<file path="src/rtl/seg7_pkg.sv">
// Shared constants for the seven-segment pattern reader: codes, patterns, slot states.
// Optional SEG7_READER_DP_EN widens the sampled pattern to include the decimal point.
package seg7_pkg;

`ifdef SEG7_READER_DP_EN
    localparam int PAT_W = 8;
`else
    localparam int PAT_W = 7;
`endif

    localparam logic [4:0] CODE_DASH  = 5'h10;
    localparam logic [4:0] CODE_BLANK = 5'h11;
    localparam logic [4:0] CODE_ERR   = 5'h1F;

    // Active-low segment patterns: bit0=top ... bit6=middle
    localparam logic [6:0] PAT_0     = 7'h40;
    localparam logic [6:0] PAT_1     = 7'h79;
    localparam logic [6:0] PAT_2     = 7'h24;
    localparam logic [6:0] PAT_3     = 7'h30;
    localparam logic [6:0] PAT_4     = 7'h19;
    localparam logic [6:0] PAT_5     = 7'h12;
    localparam logic [6:0] PAT_6     = 7'h02;
    localparam logic [6:0] PAT_7     = 7'h78;
    localparam logic [6:0] PAT_8     = 7'h00;
    localparam logic [6:0] PAT_9     = 7'h10;
    localparam logic [6:0] PAT_A     = 7'h08;
    localparam logic [6:0] PAT_B     = 7'h03;
    localparam logic [6:0] PAT_C     = 7'h46;
    localparam logic [6:0] PAT_D     = 7'h21;
    localparam logic [6:0] PAT_E     = 7'h06;
    localparam logic [6:0] PAT_F     = 7'h0E;
    localparam logic [6:0] PAT_DASH  = 7'h3F;
    localparam logic [6:0] PAT_BLANK = 7'h7F;

    typedef enum logic {
        EMPTY = 1'b0,
        FULL  = 1'b1
    } slot_state_t;

endpackage

</file>
<file path="src/rtl/seg7_pattern_decode.sv">
// Combinational active-low 7-segment pattern to character code lookup.
// Unknown patterns map to CODE_ERR with err set.
module seg7_pattern_decode
    import seg7_pkg::*;
(
    input  logic [6:0] pattern,
    output logic [4:0] code,
    output logic       err
);

    always_comb begin
        err = 1'b0;
        case (pattern)
            PAT_0:     code = 5'h00;
            PAT_1:     code = 5'h01;
            PAT_2:     code = 5'h02;
            PAT_3:     code = 5'h03;
            PAT_4:     code = 5'h04;
            PAT_5:     code = 5'h05;
            PAT_6:     code = 5'h06;
            PAT_7:     code = 5'h07;
            PAT_8:     code = 5'h08;
            PAT_9:     code = 5'h09;
            PAT_A:     code = 5'h0A;
            PAT_B:     code = 5'h0B;
            PAT_C:     code = 5'h0C;
            PAT_D:     code = 5'h0D;
            PAT_E:     code = 5'h0E;
            PAT_F:     code = 5'h0F;
            PAT_DASH:  code = CODE_DASH;
            PAT_BLANK: code = CODE_BLANK;
            default: begin
                code = CODE_ERR;
                err  = 1'b1;
            end
        endcase
    end

endmodule

</file>
<file path="src/rtl/seg7_pattern_reader.sv">
// Debounced seven-segment reader: stability filter, repeat suppression, 1-entry output slot.
// Define SEG7_READER_DP_EN to sample the decimal point (8-bit patterns, out_dp output).
module seg7_pattern_reader
    import seg7_pkg::*;
#(
    parameter  int STABLE_COUNT = 4,
    localparam int CNT_W        = $clog2(STABLE_COUNT + 1)
) (
    input  logic             CLOCK_50,
    input  logic             resetn,
    input  logic             sample_en,
    input  logic [PAT_W-1:0] seg_in,
    output logic             out_valid,
    input  logic             out_ready,
    output logic [4:0]       out_code,
    output logic             out_err,
    output logic [PAT_W-1:0] out_pattern,
`ifdef SEG7_READER_DP_EN
    output logic             out_dp,
`endif
    output logic             overrun,
    input  logic             clr_overrun
);

    localparam logic [CNT_W-1:0] CNT_MAX = CNT_W'(STABLE_COUNT);

    logic [PAT_W-1:0] cand;
    logic [PAT_W-1:0] last_pat;
    logic [CNT_W-1:0] cnt;
    logic             last_valid;
    slot_state_t      state;

    logic       match, stable_evt, emit, load, drop, pop;
    logic [4:0] dec_code;
    logic       dec_err;

    seg7_pattern_decode u_decode (
        .pattern (seg_in[6:0]),
        .code    (dec_code),
        .err     (dec_err)
    );

    // The event fires only on the transition into CNT_MAX, so a held pattern emits once.
    always_comb begin
        match      = (seg_in == cand);
        stable_evt = sample_en && (match ? (cnt == CNT_MAX - 1'b1) : (CNT_MAX == CNT_W'(1)));
        emit       = stable_evt && !(last_valid && (seg_in == last_pat));
        pop        = (state == FULL) && out_ready;
        load       = emit && ((state == EMPTY) || out_ready);
        drop       = emit && !load;
    end

    always_ff @(posedge CLOCK_50 or negedge resetn) begin
        if (!resetn) begin
            cand <= {PAT_W{1'b1}};
            cnt  <= '0;
        end else if (sample_en) begin
            if (!match) begin
                cand <= seg_in;
                cnt  <= CNT_W'(1);
            end else if (cnt != CNT_MAX) begin
                cnt <= cnt + 1'b1;
            end
        end
    end

    always_ff @(posedge CLOCK_50 or negedge resetn) begin
        if (!resetn) begin
            state       <= EMPTY;
            out_code    <= CODE_BLANK;
            out_err     <= 1'b0;
            out_pattern <= {PAT_W{1'b1}};
            last_pat    <= {PAT_W{1'b1}};
            last_valid  <= 1'b0;
            overrun     <= 1'b0;
        end else begin
            if (load) begin
                state       <= FULL;
                out_code    <= dec_code;
                out_err     <= dec_err;
                out_pattern <= seg_in;
                last_pat    <= seg_in;
                last_valid  <= 1'b1;
            end else if (pop) begin
                state <= EMPTY;
            end
            if (drop)
                overrun <= 1'b1;
            else if (clr_overrun)
                overrun <= 1'b0;
        end
    end

    assign out_valid = (state == FULL);
`ifdef SEG7_READER_DP_EN
    assign out_dp = ~out_pattern[7];
`endif

endmodule

</file>
<file path="config.mk">
export PLATFORM = sky130hd
export DESIGN_NAME = seg7_pattern_reader
export DESIGN_NICKNAME = d
export VERILOG_FILES = /design/src/rtl/seg7_pkg.sv /design/src/rtl/seg7_pattern_decode.sv /design/src/rtl/seg7_pattern_reader.sv
export SDC_FILE = /design/constraint.sdc
export NUM_CORES = 1
export LEC_CHECK = 0
export CELL_PAD_IN_SITES_DETAIL_PLACEMENT = 1
export CELL_PAD_IN_SITES_GLOBAL_PLACEMENT = 1
export CORE_ASPECT_RATIO = 1.75
export CORE_MARGIN = 2
export CORE_UTILIZATION = 40
export CTS_BUF_LIST = sky130_fd_sc_hd__clkbuf_8
export CTS_CLUSTER_SIZE = 25
export DETAILED_ROUTE_END_ITERATION = 12
export PLACE_DENSITY_LB_ADDON = 0.1
export SETUP_SLACK_MARGIN = 0.15
export SYNTH_ARGS = -nofsm -noshare
export SYNTH_HDL_FRONTEND = slang
export SYNTH_SLANG_ARGS = --single-unit
export TNS_END_PERCENT = 10
</file>
<file path="constraint.sdc">
create_clock -name CLOCK_50 -period 3.3 [get_ports CLOCK_50]
set_clock_uncertainty 0.2 [all_clocks]
set_input_delay 0.33 -clock CLOCK_50 [delete_from_list [all_inputs] [get_ports CLOCK_50]]
set_output_delay 0.33 -clock CLOCK_50 [all_outputs]
set_load 0.01 [all_outputs]
</file>
==> results of run 1 <==
metal layers:
metal	vias up	wire length, um	global-route usage [%]
met3	14	100	2.49
met1	664	1650	22.6
met5	-	0	0
met4	0	170	9.40
li1	642	-	-
met2	31	2450	36.2
worst min-delay path, delay by kind of cell (launching register included):
kind	cells	cell delay (ns)
flops	1	0.38
compound gates	1	0.05
simple gates	1	0.04
registers in the layout (all words and copies together), names as in the netlist:
name / count
cand: 7
out_code: 5
out_valid: 1
overrun: 1
cnt: 3
last_pat: 7
last_valid: 1
out_err: 1
layout make-up:
type                    instances  area (um2)  share of cell area, %
multi-input cells             116         920                   44.6
clock buffers                   4        55.1                   2.67
flip-flops and latches         26         671                   32.5
well taps                      49        61.3                   2.98
inverters                       7        26.3                   1.28
repair buffers                 35         328                   15.9
final timing paths:
check	slack (ns)	endpoint
max	0.64	out_code[0]
max reg2reg	1.04	out_code[3]
min in group asynchronous	0.34	last_valid
max in group asynchronous	1.87	last_pat[3]
min	0.27	out_code[4]
min reg2reg	0.27	out_code[4]
placed cells by master (no fill, tap or decap), types with 2 or more instances in the layout:
cell type        Yosys  layout
clkdlybuf4s50_1      0      26
dfstp_2             16      16
mux2_2              12      12
nand2_1             11      11
dfrtp_1             10      10
buf_4                1       9
xnor2_1              8       8
inv_1                7       7
nor2_1               7       7
xor2_1               7       7
nand4_1              5       5
nor3_1               5       5
a21oi_1              5       5
o21ai_0              5       5
clkbuf_8             0       4
nand2b_1             3       3
a2bb2oi_1            3       3
o21ai_1              3       3
ha_1                 3       3
nor4_4               2       2
o32ai_1              2       2
nand3b_1             2       2
or4_1                2       2
nand3_1              2       2
or3_1                2       2
mux2_4               2       2
stage by stage:
stage | instance area, um2 | hold WS [ns] | cells
final | 2060 | 0.270 | 237
after global routing | 2060 | 0.304 | 237
after CTS | 2060 | 0.274 | 237
after detailed placement | 2010 | 0.256 | 233
after global placement | 2010 | 0.250 | 233
after floorplan | 1700 | -0.166 | 163
where the power goes:
group          switching, W  internal (W)  leakage (nW)
registers         0.0000122      0.000341         0.301
logic             0.0000808     0.0000581         0.446
clock network      0.000101      0.000107        0.0288
total              0.000194      0.000506         0.776
cell usage after synthesis (2+ instances only):
master	n	share of area, %
nor3_1	5	1.5
nand3b_1	2	0.88
o32ai_1	2	1.0
nand3_1	2	0.59
buf_2	7	2.1
ha_1	3	2.2
inv_1	7	1.5
xnor2_1	8	4.1
mux2_2	12	8.0
nand2_1	11	2.4
mux2_4	2	1.8
o21ai_1	3	0.88
or4_1	2	0.88
a21oi_1	5	1.5
o21ai_0	5	1.5
xor2_1	7	3.6
clkbuf_1	3	0.66
dfrtp_1	10	15
or3_1	2	0.74
nor2_1	7	1.5
nand4_1	5	1.8
buf_6	2	1.3
dfstp_2	16	25
a2bb2oi_1	3	1.5
nand2b_1	3	1.1
nor4_4	2	2.5
cells by family (layout without fill, tap and decap cells):
group | after synthesis | after routing | share of synthesized area (%)
flip-flops | 26 | 26 | 39.5
XOR/XNOR | 15 | 15 | 7.74
AO/OA/AOI/OAI | 31 | 31 | 14.0
buffers and inverters | 21 | 46 | 6.27
multiplexers | 15 | 15 | 10.3
adder cells (fa/ha/maj) | 3 | 3 | 2.21
AND/OR/NAND/NOR | 52 | 52 | 19.9
==> out/qor.csv, run 1 <==
stage,metric,value,unit
run_status,run status,completed,
global_route,largest net degree at the start of global routing,18,
placement,dpl hpwl,3320,um
critical_path,Critical Path Slowest Stage Cell,clkdlybuf4s50_1,
power_and_ir_drop,PnR Total Power,0.000699,W
logic_synthesis,total of flip-flops plus latches after synthesis,26,
critical_path,WS Path Type,in2reg,
floorplanning,die area,4800,um2
clock_network,hold buffers post-CTS,0,
floorplanning,Die Wd,53.2,um
clock_network,# Post-CTS Setup Buffers,0,
critical_path,CP Depth,7,
min_path,Min-Delay Path Class,reg2reg,
global_route,initial antenna violation count,0,
global_route,GR Util All Layers,20.4,%
clock_network,Sink Count,26,
detailed_routing,drt drc,0,
logic_synthesis,Post-Syn Area,1700,um2
critical_path,reg2reg start,cnt[0],
clock_network,worst-skew pair later-pin latency,0.27,ns
placement,routability cong.,0.762,
floorplanning,Core Area,4110,um2
floorplanning,Core Rows,31,
critical_path,Buffers & Inverters on Critical Path,2,
clock_network,Clock Tree Root,clkbuf_8,
final_layout,final net count,204,
timing,top achievable clock speed,0.376,GHz
logic_synthesis,Cells after Synth,163,
logic_synthesis,Post-synth EDFFs,0,
timing,Final setup viols,0,
critical_path,critical path arrival,2.66,ns
floorplanning,initial core utilization,41.3,%
critical_path,CP max FO,12,
timing,fin. max-slew vios,0,
global_route,first-pass GRT wire length,7370,um
timing,transition time of the tightest slew-check pin,0.847,ns
power_and_ir_drop,leak pwr,0.776,nW
clock_network,clk buf depth,2,
detailed_routing,WL final,4370,um
final_layout,number of diodes,0,
logic_synthesis,Post-synth top flop,dfstp_2,
critical_path,Top Family by Delay on Critical Path,buffers and inverters,
placement,port bufs,26,
critical_path,R2R depth,7,
final_layout,final-layout fill cell count,473,
logic_synthesis,mean post-synth cell area,10.4,um2
floorplanning,Boundary Pins,27,
global_route,vias in the first global route,1532,
timing,Period minus WS final,2.66,ns
clock_network,CTS tree,yes,
critical_path,Worst Path Required,3.30,ns
logic_synthesis,syn nets,178,
timing,"Hold Vio Cnt, Final",0,
clock_network,"Reg clk slew, reported paths",0.09,ns
min_path,Hold Path Depth,2,
critical_path,CP Capture Type,register,
timing,Setup TNS Final,0,ns
logic_synthesis,synth warn,0,
final_layout,post-layout util,50.1,%
job,Max-Cap Viols,0,
power_and_ir_drop,Peak VDD IR,0.216,mV
placement,Post-Place Setup Slack,0.367,ns
timing,Tcrit/Tclk final,80.5,%
critical_path,CP startpoint kind,input port,
final_layout,share of layout cells above drive strength 1,27.1,%
critical_path,crit-path cells,clkdlybuf4s50_1 > buf_4 > or3b_1 > a2111oi_0 > o21ai_0 > and3_1 > a2bb2oi_1,
logic_synthesis,number of distinct library cells after synthesis,53,
detailed_routing,vias per cell,5.70,
detailed_routing,post-route ant nets,0,
detailed_routing,wire length per cell,18.4,um
detailed_routing,DRT Pass-1 Iters,4,
detailed_routing,via count,1351,
final_layout,Area Growth Syn to Fin,21.5,%
power_and_ir_drop,PwrDens,339,nW/um2
logic_synthesis,"FFs w/ async S/R, synth",100,%
clock_network,H-Tree Depth,1,
detailed_routing,drt first-iter violations,10,
timing,setup ws final,0.642,ns
critical_path,crit-path max cell delay,0.66,ns
clock_network,Post-CTS Resized,0,
floorplanning,Die Y,90.2,um
global_route,Congestion Overflow GR,0,
min_path,hold_sp,out_code[4],
timing,Worst slew margin,43.3,%
critical_path,critical path startpoint,seg_in[3],
clock_network,Inserted Clock Buffers,3,
timing,RSZ-0062 raised after global routing,no,
logic_synthesis,register area share after synthesis,39.5,%
Power figures use the tool's default switching activity.
==> run 2, diff against run 1 <==
--- a/config.mk
+++ b/config.mk
@@ -9,7 +9,7 @@
 export CELL_PAD_IN_SITES_GLOBAL_PLACEMENT = 1
 export CORE_ASPECT_RATIO = 1.75
 export CORE_MARGIN = 2
-export CORE_UTILIZATION = 40
+export CORE_UTILIZATION = 39
 export CTS_BUF_LIST = sky130_fd_sc_hd__clkbuf_8
 export CTS_CLUSTER_SIZE = 25
 export DETAILED_ROUTE_END_ITERATION = 12
==> constraint.sdc (replaced) <==
create_clock -name CLOCK_50 -period 2.37 [get_ports CLOCK_50]
set_clock_uncertainty 0.2 [all_clocks]
set_input_delay 0.237 -clock CLOCK_50 [delete_from_list [all_inputs] [get_ports CLOCK_50]]
set_output_delay 0.237 -clock CLOCK_50 [all_outputs]
set_load 0.01 [all_outputs]
==> out/qor.csv, run 2 (synthesis gave the netlist of run 1 again) <==
stage,metric,value,unit
min_path,Min-Delay Path Class,in2async,
global_route,first-pass GRT wire length,7660,um
timing,RSZ-0062 raised after global routing,yes,
critical_path,Worst Path Required,2.38,ns
final_layout,Area Growth Syn to Fin,34.2,%
global_route,GR Util All Layers,20.9,%
placement,dpl hpwl,3470,um
floorplanning,Die Wd,53.9,um
power_and_ir_drop,Pint,0.000799,W
power_and_ir_drop,switching share of total power,25.7,%
clock_network,Inserted Clock Buffers,3,
placement,Post-Place Setup Slack,-0.141,ns
floorplanning,Boundary Pins,27,
detailed_routing,post-route ant nets,0,
clock_network,"Reg clk slew, reported paths",0.10,ns
placement,port bufs,26,
global_route,Congestion Overflow GR,0,
critical_path,Critical R2R Capture,last_pat[4],
timing,Tcrit/Tclk final,90.5,%
clock_network,Sink Count,26,
global_route,vias in the first global route,1604,
final_layout,final-layout fill cell count,459,
critical_path,CP max FO,7,
power_and_ir_drop,Comb pwr share,19.5,%
detailed_routing,vias per cell,5.54,
placement,routability cong.,0.839,
power_and_ir_drop,PwrDens,472,nW/um2
timing,Setup TNS Final,0,ns
detailed_routing,WL final,4400,um
timing,setup ws final,0.224,ns
floorplanning,Core Rows,31,
critical_path,critical path arrival,2.15,ns
floorplanning,die area,4910,um2
critical_path,worst reg2reg setup slack,0.33,ns
power_and_ir_drop,Seq pwr share,45.7,%
timing,"Hold Vio Cnt, Final",0,
clock_network,worst-skew pair later-pin latency,0.28,ns
final_layout,share of layout cells above drive strength 1,35.4,%
power_and_ir_drop,leak pwr,0.903,nW
timing,final hold slack,0.129,ns
power_and_ir_drop,Clock Power Share,34.8,%
clock_network,# Post-CTS Setup Buffers,0,
floorplanning,initial core utilization,40.9,%
critical_path,reg2reg start,cand[3],
clock_network,Clock Tree Root,clkbuf_8,
critical_path,WS Path Type,in2reg,
timing,top achievable clock speed,0.466,GHz
global_route,largest net degree at the start of global routing,27,
critical_path,CP Capture Type,register,
detailed_routing,via count,1429,
floorplanning,Die Y,91.3,um
final_layout,post-layout util,54.9,%
final_layout,"commonest non-fill, non-tap cell in the layout",buf_4,
global_route,initial antenna violation count,0,
final_layout,number of diodes,0,
detailed_routing,drt first-iter violations,14,
critical_path,R2R depth,6,
detailed_routing,drt drc,0,
run_status,run status,completed,
timing,Period minus WS final,2.15,ns
final_layout,biggest regs,"cand (7), last_pat (7), out_code (5)",
detailed_routing,DRT Pass-1 Iters,4,
placement,Post-DP Area,2190,um2
clock_network,CTS tree,yes,
critical_path,CP startpoint kind,input port,
timing,transition time of the tightest slew-check pin,0.377,ns
clock_network,hold buffers post-CTS,0,
clock_network,Post-CTS Resized,0,
job,Max-Cap Viols,0,
power_and_ir_drop,switching pwr,0.000277,W
timing,fin. max-slew vios,0,
timing,Worst slew margin,74.7,%
floorplanning,Core Area,4150,um2
clock_network,clk buf depth,2,
final_layout,Final Cell Area,2280,um2
clock_network,H-Tree Depth,1,
power_and_ir_drop,Peak VDD IR,0.356,mV
detailed_routing,wire length per cell,17.0,um
timing,Final setup viols,0,
final_layout,final net count,225,
final_layout,most frequent cells in the layout,"buf_4 (28), clkdlybuf4s50_1 (26), dfstp_2 (16)",
[run 2: per-stage QoR]
stage | total power [W] | std cells
after floorplan | 0.000618 | 163
after global placement | 0.000701 | 254
after detailed placement | 0.000710 | 254
after CTS | 0.00109 | 258
after global routing | 0.00113 | 258
final | 0.00108 | 258
[run 2: worst max-delay path, stage by stage]
cell and delay (ns):
clkdlybuf4s50_1 0.57, buf_4 0.18, buf_4 0.14, a21oi_1 0.08, a32o_1 0.28, a21oi_1 0.31
a31oi_2 0.17, a2bb2oi_1 0.18
[run 2: how the worst max path moves through the flow]
stage | cells after the start | endpoint | slack (ns) | start
floorplan | 8 | out_code[3] | 0.36 | cnt[0]
global placement | 7 | last_pat[4] | -0.04 | seg_in[3]
detailed placement | 7 | out_code[3] | -0.14 | seg_in[3]
CTS | 7 | out_code[3] | 0.16 | seg_in[3]
global route | 7 | out_code[3] | 0.09 | seg_in[3]
finish | 8 | out_code[1] | 0.22 | seg_in[3]
[run 2: metal layers]
layer | up-vias | wire (um) | part of all wire, % | GRT usage, %
met5 | - | 0 | 0 | 0
met1 | 722 | 1730 | 39 | 23.4
met2 | 18 | 2480 | 56 | 37.9
li1 | 683 | - | - | -
met3 | 6 | 109 | 2.5 | 2.96
met4 | 0 | 74 | 1.7 | 7.05
[run 2: power by group through the flow]
stage / combinational [W] / sequential [W] / clock, W
finish: 0.000210 / 0.000491 / 0.000374
global route: 0.000233 / 0.000495 / 0.000398
CTS: 0.000212 / 0.000492 / 0.000384
detailed placement: 0.000211 / 0.000499 / 0
global placement: 0.000204 / 0.000497 / 0
floorplan: 0.000123 / 0.000495 / 0
[run 2: layout make-up]
class,count,area [um2],area share (%)
clock buffers,3,41.3,1.81
multi-input cells,116,937,41.2
inverters,7,26.3,1.15
clock inverters,1,30.0,1.32
flip-flops and latches,26,671,29.5
repair buffers,56,510,22.4
well taps,49,61.3,2.69
